<file path="config.mk">
export PLATFORM = sky130hd
export DESIGN_NAME = data_sram_bridge
export DESIGN_NICKNAME = d
export VERILOG_FILES = /design/src/rtl/data_sram_bridge.sv
export SDC_FILE = /design/constraint.sdc
export NUM_CORES = 1
export LEC_CHECK = 0
export ABC_AREA = 0
export CORE_MARGIN = 2
export CORE_UTILIZATION = 41
export DETAILED_ROUTE_END_ITERATION = 10
export GPL_TIMING_DRIVEN = 0
export PLACE_DENSITY = 0.94
export RECOVER_POWER = 25
export SKIP_CTS_REPAIR_TIMING = 1
export SYNTH_ARGS = -nofsm -noshare
export SYNTH_HDL_FRONTEND = slang
export SYNTH_SLANG_ARGS = --single-unit
</file>
<file path="constraint.sdc">
create_clock -name clk -period 4.6 [get_ports clk]
set_clock_uncertainty 0.15 [all_clocks]
set_input_delay 0.92 -clock clk [delete_from_list [all_inputs] [get_ports clk]]
set_output_delay 0.92 -clock clk [all_outputs]
set_load 0.03 [all_outputs]
</file>
<file path="src/rtl/data_sram_bridge.sv">
// rtl/data_sram_bridge.sv - CPU data port to request/handshake SRAM bridge
//
// Purpose:
//   Turns a single-cycle CPU data access into one SRAM-like transaction
//   (request phase gated by mem_addr_ok, data phase gated by mem_data_ok)
//   and stalls the CPU until that transaction completes. Only one
//   transaction is outstanding at a time.
//
// Optional feature:
//   DATA_SRAM_BRIDGE_LOADEXT_EN - when defined, load data is lane-selected
//   by the access size and the low address bits, then sign- or
//   zero-extended. When undefined, cpu_rdata is the raw memory word and
//   cpu_rsign is unused.
//
// Ports:
//   clk, rst        clock; synchronous active-high reset
//   cpu_en          data access request from the memory stage
//   cpu_wen[3:0]    byte write mask (0 = load)
//   cpu_addr[31:0]  byte address
//   cpu_wdata[31:0] store data, lanes already replicated
//   cpu_rwidth[3:0] load width: 0001 byte, 0011 half, 1111 word
//   cpu_rsign       sign-extend a byte/half load
//   pipe_stall      stall coming from the rest of the pipeline
//   cpu_rdata[31:0] load result (registered)
//   cpu_stall       pipeline stall caused by this bridge
//   mem_req         request valid (address phase)
//   mem_wr          1 = write
//   mem_size[1:0]   0 byte, 1 half, 2 word
//   mem_addr[31:0]  request address
//   mem_wdata[31:0] write data
//   mem_addr_ok     request accepted
//   mem_data_ok     read data valid / write complete
//   mem_rdata[31:0] read data

module data_sram_bridge (
  input  logic        clk,
  input  logic        rst,
  input  logic        cpu_en,
  input  logic [3:0]  cpu_wen,
  input  logic [31:0] cpu_addr,
  input  logic [31:0] cpu_wdata,
  input  logic [3:0]  cpu_rwidth,
  input  logic        cpu_rsign,
  input  logic        pipe_stall,
  output logic [31:0] cpu_rdata,
  output logic        cpu_stall,
  output logic        mem_req,
  output logic        mem_wr,
  output logic [1:0]  mem_size,
  output logic [31:0] mem_addr,
  output logic [31:0] mem_wdata,
  input  logic        mem_addr_ok,
  input  logic        mem_data_ok,
  input  logic [31:0] mem_rdata
);

  typedef enum logic [1:0] {
    S_IDLE = 2'd0,
    S_ADDR = 2'd1,
    S_DATA = 2'd2
  } state_e;

  state_e      state_q, state_d;
  logic        done_q, done_d;
  logic        mem_wr_q, mem_wr_d;
  logic [1:0]  mem_size_q, mem_size_d;
  logic [31:0] mem_addr_q, mem_addr_d;
  logic [31:0] mem_wdata_q, mem_wdata_d;
  logic [31:0] cpu_rdata_q, cpu_rdata_d;
  logic [31:0] load_data;

  // Writes take their size from the byte mask, reads from the width code;
  // anything unrecognised falls back to a full word.
  function automatic logic [1:0] size_code(input logic [3:0] wen,
                                           input logic [3:0] rwidth);
    logic [1:0] s;
    if (|wen) begin
      case (wen)
        4'b0001, 4'b0010, 4'b0100, 4'b1000: s = 2'd0;
        4'b0011, 4'b1100:                   s = 2'd1;
        default:                            s = 2'd2;
      endcase
    end else begin
      case (rwidth)
        4'b0001: s = 2'd0;
        4'b0011: s = 2'd1;
        default: s = 2'd2;
      endcase
    end
    return s;
  endfunction

`ifdef DATA_SRAM_BRIDGE_LOADEXT_EN
  logic rsign_q, rsign_d;

  // The registered mem_size already encodes the load width, and the low
  // bits of the registered address give the lane.
  function automatic logic [31:0] load_extend(input logic [31:0] raw,
                                              input logic [1:0]  off,
                                              input logic [1:0]  size,
                                              input logic        sign);
    logic [31:0] shifted;
    logic [7:0]  b;
    logic [15:0] h;
    logic [31:0] r;
    shifted = raw >> {off, 3'b000};
    b       = shifted[7:0];
    h       = off[1] ? raw[31:16] : raw[15:0];
    case (size)
      2'd0:    r = {{24{sign & b[7]}}, b};
      2'd1:    r = {{16{sign & h[15]}}, h};
      default: r = raw;
    endcase
    return r;
  endfunction

  assign load_data = load_extend(mem_rdata, mem_addr_q[1:0], mem_size_q, rsign_q);
`else
  logic unused_rsign;
  assign unused_rsign = cpu_rsign;
  assign load_data    = mem_rdata;
`endif

  always_comb begin
    state_d     = state_q;
    done_d      = done_q;
    mem_wr_d    = mem_wr_q;
    mem_size_d  = mem_size_q;
    mem_addr_d  = mem_addr_q;
    mem_wdata_d = mem_wdata_q;
    cpu_rdata_d = cpu_rdata_q;
`ifdef DATA_SRAM_BRIDGE_LOADEXT_EN
    rsign_d     = rsign_q;
`endif
    case (state_q)
      S_IDLE: begin
        // done keeps the finished access from being re-issued until the
        // pipeline actually moves past it.
        if (done_q && !pipe_stall) begin
          done_d = 1'b0;
        end
        if (cpu_en && !done_q) begin
          state_d     = S_ADDR;
          mem_wr_d    = |cpu_wen;
          mem_size_d  = size_code(cpu_wen, cpu_rwidth);
          mem_addr_d  = cpu_addr;
          mem_wdata_d = cpu_wdata;
`ifdef DATA_SRAM_BRIDGE_LOADEXT_EN
          rsign_d     = cpu_rsign;
`endif
        end
      end
      S_ADDR: begin
        if (mem_addr_ok) begin
          state_d = S_DATA;
        end
      end
      S_DATA: begin
        if (mem_data_ok) begin
          state_d = S_IDLE;
          done_d  = 1'b1;
          if (!mem_wr_q) begin
            cpu_rdata_d = load_data;
          end
        end
      end
      default: begin
        state_d = S_IDLE;
      end
    endcase
  end

  always_ff @(posedge clk) begin
    if (rst) begin
      state_q     <= S_IDLE;
      done_q      <= 1'b0;
      mem_wr_q    <= 1'b0;
      mem_size_q  <= 2'd0;
      mem_addr_q  <= 32'd0;
      mem_wdata_q <= 32'd0;
      cpu_rdata_q <= 32'd0;
`ifdef DATA_SRAM_BRIDGE_LOADEXT_EN
      rsign_q     <= 1'b0;
`endif
    end else begin
      state_q     <= state_d;
      done_q      <= done_d;
      mem_wr_q    <= mem_wr_d;
      mem_size_q  <= mem_size_d;
      mem_addr_q  <= mem_addr_d;
      mem_wdata_q <= mem_wdata_d;
      cpu_rdata_q <= cpu_rdata_d;
`ifdef DATA_SRAM_BRIDGE_LOADEXT_EN
      rsign_q     <= rsign_d;
`endif
    end
  end

  assign mem_req   = (state_q == S_ADDR);
  assign mem_wr    = mem_wr_q;
  assign mem_size  = mem_size_q;
  assign mem_addr  = mem_addr_q;
  assign mem_wdata = mem_wdata_q;
  assign cpu_rdata = cpu_rdata_q;
  assign cpu_stall = cpu_en & ~done_q;

endmodule

</file>
# After elaboration in Yosys (flattened, before gate mapping)
# Index checks and enable logic that the tools add are counted.
[word_totals]
ff_bits = 102
input_bits = 111
word_cells = 47
[op_classes]
eq_ne = 14
muxes = 10
bitwise = 3
n_reduce_logical = 13
[op_table]
columns = ["op", "count"]
rows = [
  ["equality test 4 x 2 -> 1 bit (second input constant)", 3],
  ["AND reduction 3 bit", 3],
  ["equality test 4 x 1 -> 1 bit (second input constant)", 2],
  ["equality test 4 bit (second input constant)", 2],
  ["2-to-1 mux 2 bit", 4],
  ["case mux 2 bit (2 select lines)", 2],
  ["OR reduction 4 bit", 2],
  ["inequality test 2 bit (second input constant)", 3],
  ["case mux 2 bit (3 select lines)", 1],
  ["equality test 4 x 3 -> 1 bit (second input constant)", 1],
  ["equality test 2 x 1 -> 1 bit (second input constant)", 1],
  ["equality test 2 bit (second input constant)", 1],
  ["logical AND 1 bit", 2],
  ["logical NOT 1 bit", 2],
  ["logical NOT 2 bit", 1],
  ["2-to-1 mux 1 bit", 2],
  ["inequality test 2 x 1 -> 1 bit (second input constant)", 1],
  ["NOT 1 bit", 2],
  ["case mux 1 bit (2 select lines)", 1],
  ["AND reduction 2 bit", 1],
  ["nonzero test 2 bit", 1],
  ["OR reduction 2 bit", 1],
  ["AND 1 bit", 1],
]

# Longest topological paths before layout
# Gate-level depths: netlist (run 1).
[depth]
word_depth = 4
ltp_mapped = 6
depth_no_buf = 3

# Least setup slack after synthesis (run 1)
# OpenSTA, ideal clock, no wires.
[synth_path]
path_kind = "input to output"
start = "input port cpu_en"
end = "output port cpu_stall"
t_arrival_ns = 1.405
required_ns = 3.530
path_slack_ns = 2.125
path_stages = 1
path_buffers = 0
cell_sequence = "nor2b_1"
[synth_between]
elab_chain_len = 1
[synth_lines]
columns = ["element", "line_no", "source"]
rows = [
  ["start: declaration", "38", "input logic cpu_en,"],
  ["AND 1 bit", "205", "assign cpu_stall = cpu_en & ~done_q;"],
  ["end: declaration", "46", "output logic cpu_stall,"],
]
# Every way passes these cells.

# Final worst setup path (run 1)
# Same ends and word-level chain as after synthesis.

==> metrics.txt, run 1 <==
# TYPE chip_impl_metric gauge
chip_impl_metric{name="max-vdd-ir-drop",unit="mV"} 0.188
chip_impl_info{name="netlist.top_cell.by_area",value="sky130_fd_sc_hd__dfxtp_1"} 1
chip_impl_metric{name="wl_met3",unit="um"} 821
chip_impl_metric{name="synthesis.yosys.warnings",unit=""} 0
chip_impl_metric{name="area_growth_syn_to_layout",unit="%"} 65.7
chip_impl_metric{name="switching_share",unit="%"} 27.5
chip_impl_metric{name="final_hold_fails",unit=""} 0
chip_impl_metric{name="drcViolationCount",unit=""} 0
chip_impl_metric{name="vias_per_cell",unit=""} 4.94
chip_impl_metric{name="report.final.slew_viol_count",unit=""} 0
chip_impl_metric{name="preCtsSetupSlack",unit="ps"} 1180
chip_impl_metric{name="fmaxAchievable",unit="MHz"} 288
chip_impl_metric{name="arrival",unit="ps"} 2410
chip_impl_metric{name="met1_wirelength",unit="um"} 4570
chip_impl_metric{name="grt_pass1_wl",unit="um"} 17900
chip_impl_metric{name="place_congestion",unit=""} 0.839
chip_impl_metric{name="instances_no_fill",unit=""} 787
chip_impl_metric{name="synthDominantCellAreaShare",unit="%"} 56.0
chip_impl_metric{name="static-leakage-power",unit="uW"} 0.00216
chip_impl_info{name="tritoncts",value="done"} 1
chip_impl_metric{name="chipWidth",unit="um"} 98.3
chip_impl_metric{name="fraction_of_final_layout_cells_sized_beyond_drive_strength_1",unit="%"} 3.68
chip_impl_info{name="result_of_the_run",value="complete, no violations"} 1
chip_impl_metric{name="finalInstanceArea",unit="um2"} 6040
chip_impl_info{name="launching_element_type_of_the_critical_path",value="input pin"} 1
chip_impl_metric{name="p_int",unit="uW"} 1390
chip_impl_metric{name="drt_iter0_drc",unit=""} 82
chip_impl_metric{name="grt_max_degree",unit=""} 16
chip_impl_metric{name="route.vias.total",unit=""} 3884
chip_impl_metric{name="globalRouteOverflowTotal",unit=""} 0
chip_impl_metric{name="max_fo_critical_path",unit=""} 3
chip_impl_metric{name="groute.usage.overall",unit="%"} 22.8
chip_impl_metric{name="dpl-instance-area",unit="um2"} 5870
chip_impl_metric{name="timing.max_slew.rel_slack",unit="%"} 23.3
chip_impl_info{name="grt_setup_unrepaired",value="no"} 1
chip_impl_metric{name="die_y",unit="um"} 98.3
chip_impl_metric{name="wl_per_cell",unit="um"} 14.7
chip_impl_metric{name="synthCells",unit=""} 455
chip_impl_info{name="post-synth-top-count-cell",value="sky130_fd_sc_hd__nand2_1"} 1
chip_impl_metric{name="routed_wirelength",unit="um"} 11500
chip_impl_metric{name="dieArea",unit="um2"} 9660
chip_impl_metric{name="netlist_area",unit="um2"} 3640
chip_impl_metric{name="cts_max_path_buffers",unit=""} 2
chip_impl_metric{name="worst_ep_required_time",unit="ps"} 3530
chip_impl_metric{name="initial_core_util",unit="%"} 42.0
chip_impl_metric{name="dr.pass1.iters",unit=""} 6
chip_impl_metric{name="async_reset_ff_share",unit="%"} 0
chip_impl_info{name="synthTopCellsByCount",value="192 x sky130_fd_sc_hd__nand2_1, 102 x sky130_fd_sc_hd__dfxtp_1, 97 x sky130_fd_sc_hd__a21oi_1, 17 x sky130_fd_sc_hd__clkbuf_1, 9 x sky130_fd_sc_hd__buf_2"} 1
chip_impl_metric{name="wl_met2",unit="um"} 5960
chip_impl_metric{name="worst_slew_pin_slew",unit="ps"} 1130
chip_impl_metric{name="layout.core_utilization",unit="%"} 69.6
chip_impl_metric{name="yosysUniqueCellTypes",unit=""} 26
chip_impl_info{name="synthFlopType",value="sky130_fd_sc_hd__dfxtp_1"} 1
chip_impl_metric{name="placeableCoreArea",unit="um2"} 8680
chip_impl_metric{name="tritoncts_num_sinks",unit=""} 102
chip_impl_metric{name="share_clk_of_total_power",unit="%"} 28.8
chip_impl_metric{name="detailed_place_hpwl",unit="um"} 8990
chip_impl_metric{name="report.final.setup_viol",unit=""} 0
chip_impl_info{name="top_signal_layer_used",value="met4"} 1
chip_impl_metric{name="insertion_delay",unit="ps"} 340
chip_impl_info{name="endpoint_kind",value="output pin"} 1
chip_impl_metric{name="post-place-cells",unit=""} 772
chip_impl_metric{name="combPwrFrac",unit="%"} 21.6
chip_impl_metric{name="place.port_buffers",unit=""} 209
chip_impl_info{name="ctsRootBufferMaster",value="sky130_fd_sc_hd__clkbuf_8"} 1
chip_impl_info{name="ys_top_cells_by_area",value="sky130_fd_sc_hd__dfxtp_1 56%, sky130_fd_sc_hd__nand2_1 20%, sky130_fd_sc_hd__a21oi_1 13%, sky130_fd_sc_hd__buf_6 1.9%, sky130_fd_sc_hd__clkbuf_1 1.8%"} 1
chip_impl_metric{name="drv.max_cap_violation_count",unit=""} 0
chip_impl_metric{name="post-route-min-period",unit="ps"} 3480
chip_impl_metric{name="antenna-diode-count",unit=""} 0
chip_impl_metric{name="power.sequential.fraction",unit="%"} 49.6
chip_impl_metric{name="power_switching",unit="uW"} 527
chip_impl_metric{name="layout_worst_path_cycle_share",unit="%"} 75.6
chip_impl_metric{name="number_of_synthesized_flops_with_an_enable_pin",unit=""} 0
chip_impl_metric{name="timing.final.ws_setup",unit="ps"} 1120
chip_impl_metric{name="fin_tns_setup",unit="ps"} 0
chip_impl_metric{name="clock_slew_seen_by_the_registers_of_the_worst_setup_and_hold_paths",unit="ps"} 100
chip_impl_metric{name="grt_pass1_vias",unit=""} 3759
chip_impl_info{name="min_path_type",value="reg -> reg"} 1
chip_impl_metric{name="row_count",unit=""} 34
chip_impl_metric{name="synth_fp_nets",unit=""} 566
chip_impl_metric{name="number_of_antenna_violations_at_the_first_check_in_global_routing",unit=""} 0
chip_impl_metric{name="num-nets-final",unit=""} 786
chip_impl_info{name="timing_worst_setup_path_type",value="in -> out"} 1
chip_impl_metric{name="cts_made_buffers",unit=""} 9
chip_impl_metric{name="synth_seq_area_share",unit="%"} 56.0
chip_impl_metric{name="synth.avg_cell_area",unit="um2"} 8.01
chip_impl_metric{name="ant_nets",unit=""} 0
chip_impl_metric{name="htreeDepth",unit=""} 3
chip_impl_metric{name="ios",unit=""} 212
chip_impl_metric{name="power_density",unit="nW/um2"} 318
chip_impl_metric{name="layout.filler_cells",unit=""} 670
chip_impl_metric{name="register_bit_count_reported_by_yosys",unit=""} 102
-- layer usage --
metal	vias to the layer above	track usage, %
li1	1912	-
met1	1811	26.1
met2	145	41.7
met3	16	6.08
met4	0	6.43
met5	-	0
-- power by group through the flow --
stage / combinational, uW / clock [uW] / sequential (uW)
after floorplan: 114 / 0 / 1050
after global placement: 408 / 0 / 969
after detailed placement: 417 / 0 / 972
after CTS: 419 / 566 / 951
after global routing: 440 / 594 / 957
final: 415 / 553 / 951
-- final timing paths --
| check | startpoint | to | slack (ps) | depth (start not counted) |
|---|---|---|---|---|
| max reg2reg | state_q[0]$_SDFFE_PP0P_ | mem_wdata[18]$_SDFFE_PP0P_ | 2080 | 6 |
| max | cpu_en | cpu_stall | 1120 | 3 |
| min reg2reg | mem_wdata[29]$_SDFFE_PP0P_ | mem_wdata[29]$_SDFFE_PP0P_ | 310 | 2 |
| min | mem_wdata[29]$_SDFFE_PP0P_ | mem_wdata[29]$_SDFFE_PP0P_ | 310 | 2 |
-- metrics by stage --
step                      total power (uW)  hold slack (ps)
after floorplan                       1170              364
after global placement                1380              292
after detailed placement              1390              296
after CTS                             1940              308
after global routing                  1990              333
final                                 1920              308
-- cell families after synthesis --
group | after synthesis | synth area share [%]
and+or+nand+nor | 211 | 23.2
AOI/OAI and AO/OA | 106 | 15.1
buffers and inverters | 35 | 5.35
muxes | 1 | 0.275
DFF | 102 | 56.0
-- cell usage in the layout (no fill, tap or decap) --
| cell type | instances |
|---|---|
| sky130_fd_sc_hd__nor2b_1 | 3 |
| sky130_fd_sc_hd__dlygate4sd3_1 | 2 |
| sky130_fd_sc_hd__a31oi_1 | 1 |
| sky130_fd_sc_hd__a311oi_1 | 2 |
| sky130_fd_sc_hd__nor4bb_1 | 1 |
| sky130_fd_sc_hd__clkbuf_1 | 25 |
| sky130_fd_sc_hd__nor2_1 | 8 |
| sky130_fd_sc_hd__clkinvlp_4 | 2 |
| sky130_fd_sc_hd__nor4b_1 | 1 |
| sky130_fd_sc_hd__a21oi_1 | 97 |
| sky130_fd_sc_hd__a21bo_2 | 1 |
| sky130_fd_sc_hd__o21ai_0 | 2 |
| sky130_fd_sc_hd__bufinv_16 | 1 |
| sky130_fd_sc_hd__clkbuf_8 | 10 |
| sky130_fd_sc_hd__o22ai_1 | 1 |
| sky130_fd_sc_hd__nand4bb_1 | 1 |
| sky130_fd_sc_hd__a211oi_1 | 1 |
| sky130_fd_sc_hd__mux2i_1 | 1 |
| sky130_fd_sc_hd__a22oi_1 | 1 |
| sky130_fd_sc_hd__nor4_1 | 1 |
| sky130_fd_sc_hd__clkdlybuf4s50_1 | 207 |
| sky130_fd_sc_hd__inv_1 | 1 |
| sky130_fd_sc_hd__nor3_1 | 1 |
| sky130_fd_sc_hd__buf_4 | 2 |
| sky130_fd_sc_hd__or4b_1 | 1 |
| sky130_fd_sc_hd__nand4_1 | 1 |
| sky130_fd_sc_hd__buf_6 | 6 |
| sky130_fd_sc_hd__dfxtp_1 | 102 |
| sky130_fd_sc_hd__buf_2 | 3 |
| sky130_fd_sc_hd__nand3_1 | 1 |
| sky130_fd_sc_hd__nand2_1 | 192 |
-- state kept, by name, summed over array words and instances (netlist names) --
signal	cells
mem_addr	32
mem_size	2
done_q	1
state_q	2
mem_wdata	32
cpu_rdata	32
mem_wr	1
-- final cells by class --
type	instances	area, um2	area share (%)
multi-input combinational	318	1390	23.1
buffer	34	184	3.05
tap	108	135	2.24
clock inverter	3	45.0	0.746
sequential	102	2040	33.8
clock buffer	12	145	2.40
inverter	1	3.75	0.0622
timing repair buffer	209	2090	34.6
-- critical path: stages --
cell                              delay, ps
sky130_fd_sc_hd__dlygate4sd3_1          580
sky130_fd_sc_hd__nor2b_1                210
sky130_fd_sc_hd__clkdlybuf4s50_1        700
Note: power is estimated with default switching activity, not from simulation.
==> run 2: changes to the inputs <==
- CORE_UTILIZATION: 41 -> 38
- PLACE_DENSITY: 0.94 -> 0.89
- clock period: 4.6 -> 3.53 ns (I/O delays scaled with it)
==> run 2 against run 1 <==
Sequential power up 30%; clock-buffer cell count shrank 2; total power up 29%; via count is 4.2% lower; utilization down 4.3 points.
==> metrics.txt, run 2 (same netlist as run 1, synthesis figures left out) <==
# TYPE chip_impl_metric gauge
chip_impl_metric{name="detailed_place_hpwl",unit="um"} 9020
chip_impl_metric{name="final_hold_fails",unit=""} 0
chip_impl_metric{name="cts_made_buffers",unit=""} 9
chip_impl_metric{name="globalRouteOverflowTotal",unit=""} 0
chip_impl_metric{name="max_fo_critical_path",unit=""} 10
chip_impl_info{name="most-common-layout-cells",value="207 x sky130_fd_sc_hd__clkdlybuf4s50_1, 192 x sky130_fd_sc_hd__nand2_1, 102 x sky130_fd_sc_hd__dfxtp_1"} 1
chip_impl_metric{name="number_of_antenna_violations_at_the_first_check_in_global_routing",unit=""} 0
chip_impl_metric{name="ios",unit=""} 212
chip_impl_metric{name="grt_pass1_wl",unit="um"} 17300
chip_impl_metric{name="die_y",unit="um"} 102
chip_impl_metric{name="row_count",unit=""} 35
chip_impl_metric{name="arrival",unit="ps"} 3240
chip_impl_metric{name="fmaxAchievable",unit="MHz"} 320
chip_impl_metric{name="num-nets-final",unit=""} 786
chip_impl_metric{name="power.sequential.fraction",unit="%"} 50.0
chip_impl_metric{name="fin_tns_setup",unit="ps"} 0
chip_impl_info{name="critical_path.cell_chain",value="dlygate4sd3_1, nor4b_1, clkbuf_1, buf_4, nand2_1, a21oi_1"} 1
chip_impl_info{name="min_path_type",value="reg -> reg"} 1
chip_impl_metric{name="post-place-cells",unit=""} 793
chip_impl_metric{name="switching_share",unit="%"} 29.1
chip_impl_info{name="grt_setup_unrepaired",value="no"} 1
chip_impl_info{name="endpoint_kind",value="register"} 1
chip_impl_metric{name="dr.pass1.iters",unit=""} 4
chip_impl_info{name="timing_worst_setup_path_type",value="in -> reg"} 1
chip_impl_metric{name="chipWidth",unit="um"} 102
chip_impl_info{name="launching_element_type_of_the_critical_path",value="input pin"} 1
chip_impl_metric{name="drt_iter0_drc",unit=""} 99
chip_impl_metric{name="fraction_of_final_layout_cells_sized_beyond_drive_strength_1",unit="%"} 4.12
chip_impl_metric{name="report.final.slew_viol_count",unit=""} 0
chip_impl_info{name="result_of_the_run",value="complete, no violations"} 1
chip_impl_metric{name="cp_slowest_stage_delay",unit="ps"} 1110
chip_impl_info{name="mostFrequentLayoutCell",value="sky130_fd_sc_hd__clkdlybuf4s50_1"} 1
chip_impl_metric{name="layout_worst_path_cycle_share",unit="%"} 88.5
chip_impl_metric{name="p_int",unit="uW"} 1760
chip_impl_metric{name="combPwrFrac",unit="%"} 21.6
chip_impl_metric{name="power_switching",unit="uW"} 721
chip_impl_metric{name="htreeDepth",unit=""} 3
chip_impl_metric{name="initial_core_util",unit="%"} 39.3
chip_impl_metric{name="share_clk_of_total_power",unit="%"} 28.3
chip_impl_info{name="ctsRootBufferMaster",value="sky130_fd_sc_hd__clkbuf_8"} 1
chip_impl_metric{name="worst_ep_required_time",unit="ps"} 3650
chip_impl_metric{name="clock_slew_seen_by_the_registers_of_the_worst_setup_and_hold_paths",unit="ps"} 90
chip_impl_metric{name="power_density",unit="nW/um2"} 408
chip_impl_metric{name="static-leakage-power",unit="uW"} 0.00217
chip_impl_metric{name="wl_per_cell",unit="um"} 14.2
chip_impl_metric{name="crit_buf_inv",unit=""} 3
chip_impl_info{name="crit_family",value="buffers and inverters"} 1
chip_impl_metric{name="tritoncts_num_sinks",unit=""} 102
chip_impl_metric{name="drv.max_cap_violation_count",unit=""} 0
chip_impl_metric{name="timing.max_slew.rel_slack",unit="%"} 6.40
chip_impl_info{name="crit_slowest_cell",value="sky130_fd_sc_hd__nor4b_1"} 1
chip_impl_metric{name="place.port_buffers",unit=""} 209
chip_impl_metric{name="instances_no_fill",unit=""} 809
chip_impl_metric{name="groute.usage.overall",unit="%"} 21.1
chip_impl_metric{name="place_congestion",unit=""} 0.834
chip_impl_metric{name="vias_per_cell",unit=""} 4.60
chip_impl_metric{name="post-route-min-period",unit="ps"} 3120
chip_impl_metric{name="area_growth_syn_to_layout",unit="%"} 66.3
chip_impl_metric{name="cts_max_path_buffers",unit=""} 2
chip_impl_metric{name="max-vdd-ir-drop",unit="mV"} 0.218
chip_impl_metric{name="dieArea",unit="um2"} 10400
chip_impl_metric{name="drcViolationCount",unit=""} 0
chip_impl_metric{name="antenna-diode-count",unit=""} 0
chip_impl_metric{name="ant_nets",unit=""} 0
chip_impl_metric{name="insertion_delay",unit="ps"} 350
chip_impl_metric{name="layout.core_utilization",unit="%"} 65.3
chip_impl_metric{name="worst_slew_pin_slew",unit="ps"} 1380
chip_impl_metric{name="placeableCoreArea",unit="um2"} 9280
chip_impl_info{name="tritoncts",value="done"} 1
chip_impl_metric{name="grt_max_degree",unit=""} 19
chip_impl_metric{name="routed_wirelength",unit="um"} 11500
chip_impl_metric{name="grt_pass1_vias",unit=""} 3624
chip_impl_metric{name="report.final.setup_viol",unit=""} 0
chip_impl_metric{name="route.vias.total",unit=""} 3722
[run 2: layer usage]
layer	vias up	GRT usage, %	routed length [um]
li1	1913	-	-
met1	1667	23.8	4570
met2	128	38.1	5950
met3	14	6.09	792
met4	0	7.49	186
met5	-	0	0
[run 2: tightest hold or removal path: cells and delay by family, from the launching register on]
kind               cells  cell delay (ps)
DFF                    1              320
AOI/OAI and AO/OA      1               50
and+or+nand+nor        1               50
[run 2: metrics by stage]
step | total power, uW | cell area, um2 | hold WS, ps | setup slack [ps]
global placement | 1790 | 5900 | 292 | 602
finish | 2480 | 6060 | 310 | 406
floorplan | 1520 | 3640 | 364 | 1480
detailed placement | 1810 | 5900 | 296 | 583
CTS | 2510 | 6080 | 309 | 583
global route | 2590 | 6060 | 324 | 356
[run 2: final cells by class]
class                   count  area [um2]
repair buffers            209        2090
clock buffers              10         138
plain buffers              34         184
well taps                 129         161
multi-input cells         318        1390
flip-flops and latches    102        2040
clock inverters             6        48.8
inverters                   1        3.75
fillers                   773        3220
[run 2: path summary, 6_finish.rpt]
| kind | slack [ps] | endpoint | startpoint | depth (start not counted) |
|---|---|---|---|---|
| hold reg to reg | 310 | mem_addr[23]$_SDFFE_PP0P_ | mem_addr[23]$_SDFFE_PP0P_ | 2 |
| hold / removal | 310 | mem_addr[23]$_SDFFE_PP0P_ | mem_addr[23]$_SDFFE_PP0P_ | 2 |
| setup reg to reg | 870 | mem_wdata[19]$_SDFFE_PP0P_ | state_q[1]$_SDFFE_PP0P_ | 5 |
| setup / recovery | 410 | mem_wdata[19]$_SDFFE_PP0P_ | cpu_en | 6 |
[run 2: power by group through the flow]
stage          sequential, uW  clock, uW  combinational [uW]
2_1_floorplan            1370          0                 148
3_3_place_gp             1260          0                 531
3_5_place_dp             1270          0                 540
4_1_cts                  1240        725                 542
5_1_grt                  1250        776                 573
6_report                 1240        701                 536
